<file path="src/rtl/bus_arbiter.sv">
// rtl/bus_arbiter.sv - round-robin bus arbiter with hold timeout and registered data mux
module bus_arbiter #(
  parameter int NREQ     = 4,
  parameter int DATAW    = 8,
  parameter int MAX_HOLD = 256
) (
  input  logic                     clk,
  input  logic                     rst,
  input  logic [NREQ-1:0]          bus_req,
  output logic [NREQ-1:0]          bus_grant,
  input  logic [NREQ*DATAW-1:0]    data_in,
  input  logic [NREQ-1:0]          valid_in,
  output logic [DATAW-1:0]         bus_data,
  output logic                     bus_valid,
  output logic [$clog2(NREQ)-1:0]  owner,
  output logic                     busy,
  output logic                     timeout_err
);

  localparam int OW = $clog2(NREQ);
  localparam int HW = (MAX_HOLD < 1) ? 1 : $clog2(MAX_HOLD + 1);
  localparam logic [HW-1:0] HOLD_LAST = HW'((MAX_HOLD > 0) ? MAX_HOLD - 1 : 0);
  localparam logic [OW-1:0] LAST_IDX  = OW'(NREQ - 1);

  typedef enum logic [1:0] {
    IDLE    = 2'd0,
    GRANT   = 2'd1,
    RELEASE = 2'd2
  } state_t;

  state_t            state, state_nxt;
  logic [OW-1:0]     ptr, ptr_nxt, owner_nxt, sel;
  logic [HW-1:0]     hold_cnt, hold_nxt;
  logic [NREQ-1:0]   grant_nxt;
  logic              tout_nxt, found, valid_nxt;
  logic [DATAW-1:0]  data_nxt;
  int                idx;

  // Rotating priority search starting at ptr, with explicit wrap for any NREQ.
  always_comb begin
    found = 1'b0;
    sel   = '0;
    idx   = 0;
    for (int i = 0; i < NREQ; i++) begin
      idx = int'(ptr) + i;
      if (idx >= NREQ) idx = idx - NREQ;
      if (!found && bus_req[idx]) begin
        found = 1'b1;
        sel   = OW'(idx);
      end
    end
  end

  always_comb begin
    state_nxt = state;
    grant_nxt = bus_grant;
    owner_nxt = owner;
    ptr_nxt   = ptr;
    hold_nxt  = hold_cnt;
    tout_nxt  = 1'b0;
    case (state)
      IDLE: begin
        if (found) begin
          owner_nxt      = sel;
          grant_nxt      = '0;
          grant_nxt[sel] = 1'b1;
          hold_nxt       = '0;
          state_nxt      = GRANT;
        end
      end
      GRANT: begin
        if (hold_cnt != {HW{1'b1}}) hold_nxt = hold_cnt + 1'b1;
        // A request drop wins over a coincident timeout and raises no error.
        if (!bus_req[owner]) begin
          grant_nxt = '0;
          state_nxt = RELEASE;
        end else if (MAX_HOLD != 0 && hold_cnt == HOLD_LAST) begin
          grant_nxt = '0;
          tout_nxt  = 1'b1;
          state_nxt = RELEASE;
        end
      end
      RELEASE: begin
        grant_nxt = '0;
        ptr_nxt   = (owner == LAST_IDX) ? '0 : owner + 1'b1;
        state_nxt = IDLE;
      end
      default: begin
        grant_nxt = '0;
        state_nxt = IDLE;
      end
    endcase
  end

  assign valid_nxt = (state == GRANT) && valid_in[owner];
  assign data_nxt  = valid_nxt ? data_in[owner*DATAW +: DATAW] : '0;

  always_ff @(posedge clk) begin
    if (rst) begin
      state       <= IDLE;
      bus_grant   <= '0;
      owner       <= '0;
      ptr         <= '0;
      hold_cnt    <= '0;
      timeout_err <= 1'b0;
      busy        <= 1'b0;
      bus_valid   <= 1'b0;
      bus_data    <= '0;
    end else begin
      state       <= state_nxt;
      bus_grant   <= grant_nxt;
      owner       <= owner_nxt;
      ptr         <= ptr_nxt;
      hold_cnt    <= hold_nxt;
      timeout_err <= tout_nxt;
      busy        <= (state_nxt != IDLE);
      bus_valid   <= valid_nxt;
      bus_data    <= data_nxt;
    end
  end

endmodule

</file>
<file path="config.mk">
export PLATFORM = sky130hd
export DESIGN_NAME = bus_arbiter
export DESIGN_NICKNAME = d
export VERILOG_FILES = /design/src/rtl/bus_arbiter.sv
export SDC_FILE = /design/constraint.sdc
export NUM_CORES = 1
export LEC_CHECK = 0
export CORE_MARGIN = 3
export CORE_UTILIZATION = 43
export CTS_BUF_LIST = sky130_fd_sc_hd__clkbuf_16
export CTS_CLUSTER_DIAMETER = 80
export DETAILED_ROUTE_END_ITERATION = 10
export GPL_ROUTABILITY_DRIVEN = 0
export GPL_TIMING_DRIVEN = 0
export HOLD_SLACK_MARGIN = 0.08
export PLACE_DENSITY = 0.79
export RECOVER_POWER = 50
export SYNTH_ARGS = -nofsm -noshare
export SYNTH_HDL_FRONTEND = slang
export SYNTH_SLANG_ARGS = --single-unit
</file>
<file path="constraint.sdc">
create_clock -name clk -period 2.6 [get_ports clk]
set_clock_uncertainty 0.2 [all_clocks]
set_input_delay 0.26 -clock clk [delete_from_list [all_inputs] [get_ports clk]]
set_output_delay 0.26 -clock clk [all_outputs]
set_load 0.005 [all_outputs]
</file>
==> qor_table.md <==
| Item | Value | Unit |
| --- | --- | --- |
| Result of the run | finished, final reports clean | - |
| CORE AREA | 3203 | um^2 |
| Row count | 20 | - |
| Final-layout fill cell count | 261 | - |
| Top cell type by total area after synthesis | sky130_fd_sc_hd__dfxtp_1 | - |
| Final-report hold violation count | 0 | - |
| Critical path data arrival time | 2470 | ps |
| Aggregate routed wire length | 4020 | um |
| Count of state elements after synthesis | 30 | - |
| Number of cells on the worst reg-to-reg path | 10 | - |
| Synthesized instance count | 151 | - |
| # port buffers | 58 | - |
| R2R Path Start | hold_cnt[0] | - |
| Reg area | 600.6 | um^2 |
| Number of violations reported at the end of detailed-routing iteration 0 | 62 | - |
| Instance area after placement | 2146 | um^2 |
| Vias | 1405 | - |
| Cell type group with the largest total delay on the critical path | simple AND/OR/NAND/NOR gates | - |
| Number of slew-limit violations in the final report | 0 | - |
| Endpoint of the worst hold path | bus_grant[0] | - |
| Buffers plus inverters on the worst setup path | 1 | - |
| CP peak stage delay | 340 | ps |
| Register-to-register setup slack | 130 | ps |
| Kind of start point of the critical path | flip-flop | - |
| Fin util | 0.7137 | - |
| Final critical-path share of the clock period | 0.9514 | - |
| Number of antenna violations at the first check in global routing | 0 | - |
| Leakage power | 0.0009324 | uW |
| Number of global-route vias before repair | 1503 | - |
| Die span in y | 65.26 | um |
| Effective utilization at floorplan | 0.4715 | - |
| Largest net degree at the start of global routing | 11 | - |
| Global-route wire length before repair | 6975 | um |
| Endpoint kind of the worst setup timing path | flip-flop | - |
| Final-stage net count | 263 | - |
| Final setup fails | 0 | - |
| Top cells by area, synth | sky130_fd_sc_hd__dfxtp_1 (40%), sky130_fd_sc_hd__mux4_2 (13%), sky130_fd_sc_hd__nor2_1 (5.0%) | - |
| Max frequency | 0.4043 | GHz |
| Hold path startpoint | bus_grant[0] | - |
| Count of H-tree levels built during CTS | 2 | - |
| Post-DP HPWL | 3232 | um |
| Post-synth net total | 197 | - |
| Worst R2R End | hold_cnt[3] | - |
| Worst path cell trace | ha_1 -> and3_1 -> nand3_1 -> nor2_1 -> ha_2 -> a21oi_2 -> a21bo_1 -> buf_6 -> or3_1 -> a21oi_1 | - |
| Wire length per cell after detailed routing | 15.34 | um |
| Number of remaining DRC errors | 0 | - |
| Total global routing track utilization | 0.2149 | - |
| Post-synthesis async set-or-reset flop share | 0 | - |
| Multi-input combinational cell area | 840.8 | um^2 |
| Power per cell area | 569.5 | nW/um^2 |
| CTS Root Cell | sky130_fd_sc_hd__clkbuf_16 | - |
| Final Critical Period | 2474 | ps |
| Post-route ant nets | 0 | - |
| Width of the die | 65.26 | um |
| Register area share after synthesis | 0.3977 | - |
| Number of warnings issued by yosys | 0 | - |
| Avg Synthesized Cell Area | 10.00 | um^2 |
| Cell with the largest stage delay on the worst path | sky130_fd_sc_hd__dfxtp_1 | - |
| Clock network latency to the later pin of the worst-skew pair | 270 | ps |
| Worst-case clock buffer depth | 2 | - |
| Synthesis-to-finish area growth | 51.37 | % |
| Clock transition at the registers of the reported paths | 50 | ps |
| Main flop type after synthesis | sky130_fd_sc_hd__dfxtp_1 | - |
| Vias per cell | 5.363 | - |
| Actual slew at the worst max-slew pin | 710.4 | ps |
| Maximum capacitance violations | 0 | - |
| Synth cell types | 40 | - |
| Clock tree from TritonCTS | built | - |
| Crit path max fanout | 9 | - |
| Count of flip-flops with a built-in enable after synthesis | 0 | - |
| Peak supply drop | 0.0003945 | V |
| Clock tree sinks | 30 | - |
| Inserted Clock Buffers | 5 | - |
| Required time of the worst setup path | 2590 | ps |
| Overflow left after global routing | 0 | - |
| Crit Path Category | reg2reg | - |
| Worst hold margin | 254.5 | ps |
| Area of the die | 4259 | um^2 |
| Fraction of layout instances using a drive strength above 1 | 0.1193 | - |
| Total Power | 1302 | uW |
| Fraction of post-synthesis cell area in the top cell type by area | 0.3977 | - |
| Post-Synthesis Cell Area | 1510 | um^2 |
| Final TNS setup | 0 | ps |
| Relative slew slack | 0.5264 | - |
| IO Pins | 59 | - |
| Hold Path Stages | 1 | - |
| Final non-filler cell area | 2286 | um^2 |
| Drt pass-1 iters | 4 | - |
| Number of diodes | 0 | - |
| Number of cells on the critical path | 10 | - |
| Worst Hold Class | reg2reg | - |
-- cells in the final DEF (no fill, tap or decap), drive strengths merged, types with 2 or more instances in the layout --
cell type / synthesis / final
clkdlybuf4s50: 0 / 39
dfxtp: 30 / 30
nor2: 21 / 21
dlygate4sd3: 0 / 19
and3: 9 / 9
nand2: 9 / 9
inv: 8 / 9
mux4: 9 / 9
a21oi: 8 / 8
clkbuf: 2 / 8
mux2i: 5 / 5
nor3: 5 / 5
nor4: 5 / 5
nand3: 4 / 4
nand2b: 4 / 4
ha: 4 / 4
buf: 4 / 4
a21o: 3 / 3
xnor2: 3 / 3
a211oi: 3 / 3
or3: 2 / 2
o2bb2ai: 2 / 2
clkinv: 0 / 2
-- state kept, by name, summed over array words and instances (netlist names) --
register	cells
busy	1
bus_data	8
state	2
timeout_err	1
owner	2
bus_grant	4
bus_valid	1
hold_cnt	9
ptr	2
-- cell usage after synthesis (3+ instances only) --
library cell	n
sky130_fd_sc_hd__dfxtp_1	30
sky130_fd_sc_hd__nor2_1	20
sky130_fd_sc_hd__and3_1	9
sky130_fd_sc_hd__mux4_2	9
sky130_fd_sc_hd__nand2_1	9
sky130_fd_sc_hd__inv_1	8
sky130_fd_sc_hd__a21oi_1	7
sky130_fd_sc_hd__mux2i_1	5
sky130_fd_sc_hd__nor3_1	5
sky130_fd_sc_hd__ha_1	4
sky130_fd_sc_hd__nand3_1	4
sky130_fd_sc_hd__a21o_1	3
sky130_fd_sc_hd__nand2b_1	3
sky130_fd_sc_hd__nor4_1	3
sky130_fd_sc_hd__xnor2_1	3
-- per-stage QoR --
stage	std cells	setup slack (ps)
finish	262	126.4
global route	262	-7.072
CTS	261	69.96
detailed placement	253	79.92
global placement	253	134.7
floorplan	151	258.8
-- cell families (layout without fill, tap and decap cells) --
| group | after synthesis | count (layout) | share of synthesized area |
|---|---|---|---|
| XOR/XNOR | 4 | 4 | 0.02320 |
| flip-flops | 30 | 30 | 0.3977 |
| AO/OA/AOI/OAI | 24 | 24 | 0.1193 |
| buffers and inverters | 14 | 81 | 0.04308 |
| adder cells (fa/ha/maj) | 4 | 4 | 0.03314 |
| multiplexers | 15 | 15 | 0.1748 |
| AND/OR/NAND/NOR | 60 | 60 | 0.2088 |
-- report_power, final --
| group | switching, uW | internal [uW] |
|---|---|---|
| Sequential | 21.6 | 487 |
| Combinational | 116 | 156 |
| Clock | 178 | 343 |
| Total | 316 | 986 |
-- final cells by class --
cell class                 count  share of cell area
sequential                    30              0.2627
buffer                         6             0.01478
clock inverter                 3            0.005473
multi-input combinational    107              0.3678
timing repair buffer          59              0.2573
inverter                       8             0.01314
tap                           44             0.02408
clock buffer                   5             0.05473
-- metal layers --
metal,global-route usage,part of all wire
met1,0.2591,0.41
met2,0.3755,0.53
met3,0.05128,0.049
met4,0.06736,0.012
met5,0,0
-- timing repair --
action	4_1_cts	5_1_grt
endpoints found under the setup margin	0	2
endpoints found under the hold margin	0	0
hold buffers	0	0
buffers inserted	0	1
gates resized for setup	0	1
-- worst max-delay path by stage --
stage / slack, ps / to / from
2_1_floorplan: 260 / hold_cnt[7] / hold_cnt[0]
3_3_place_gp: 130 / hold_cnt[7] / hold_cnt[0]
3_5_place_dp: 80 / hold_cnt[3] / hold_cnt[0]
4_1_cts: 70 / hold_cnt[3] / hold_cnt[0]
5_1_grt: -7 / bus_grant[3] / hold_cnt[0]
6_report: 130 / hold_cnt[3] / hold_cnt[0]
Note: power is estimated with default switching activity, not from simulation.
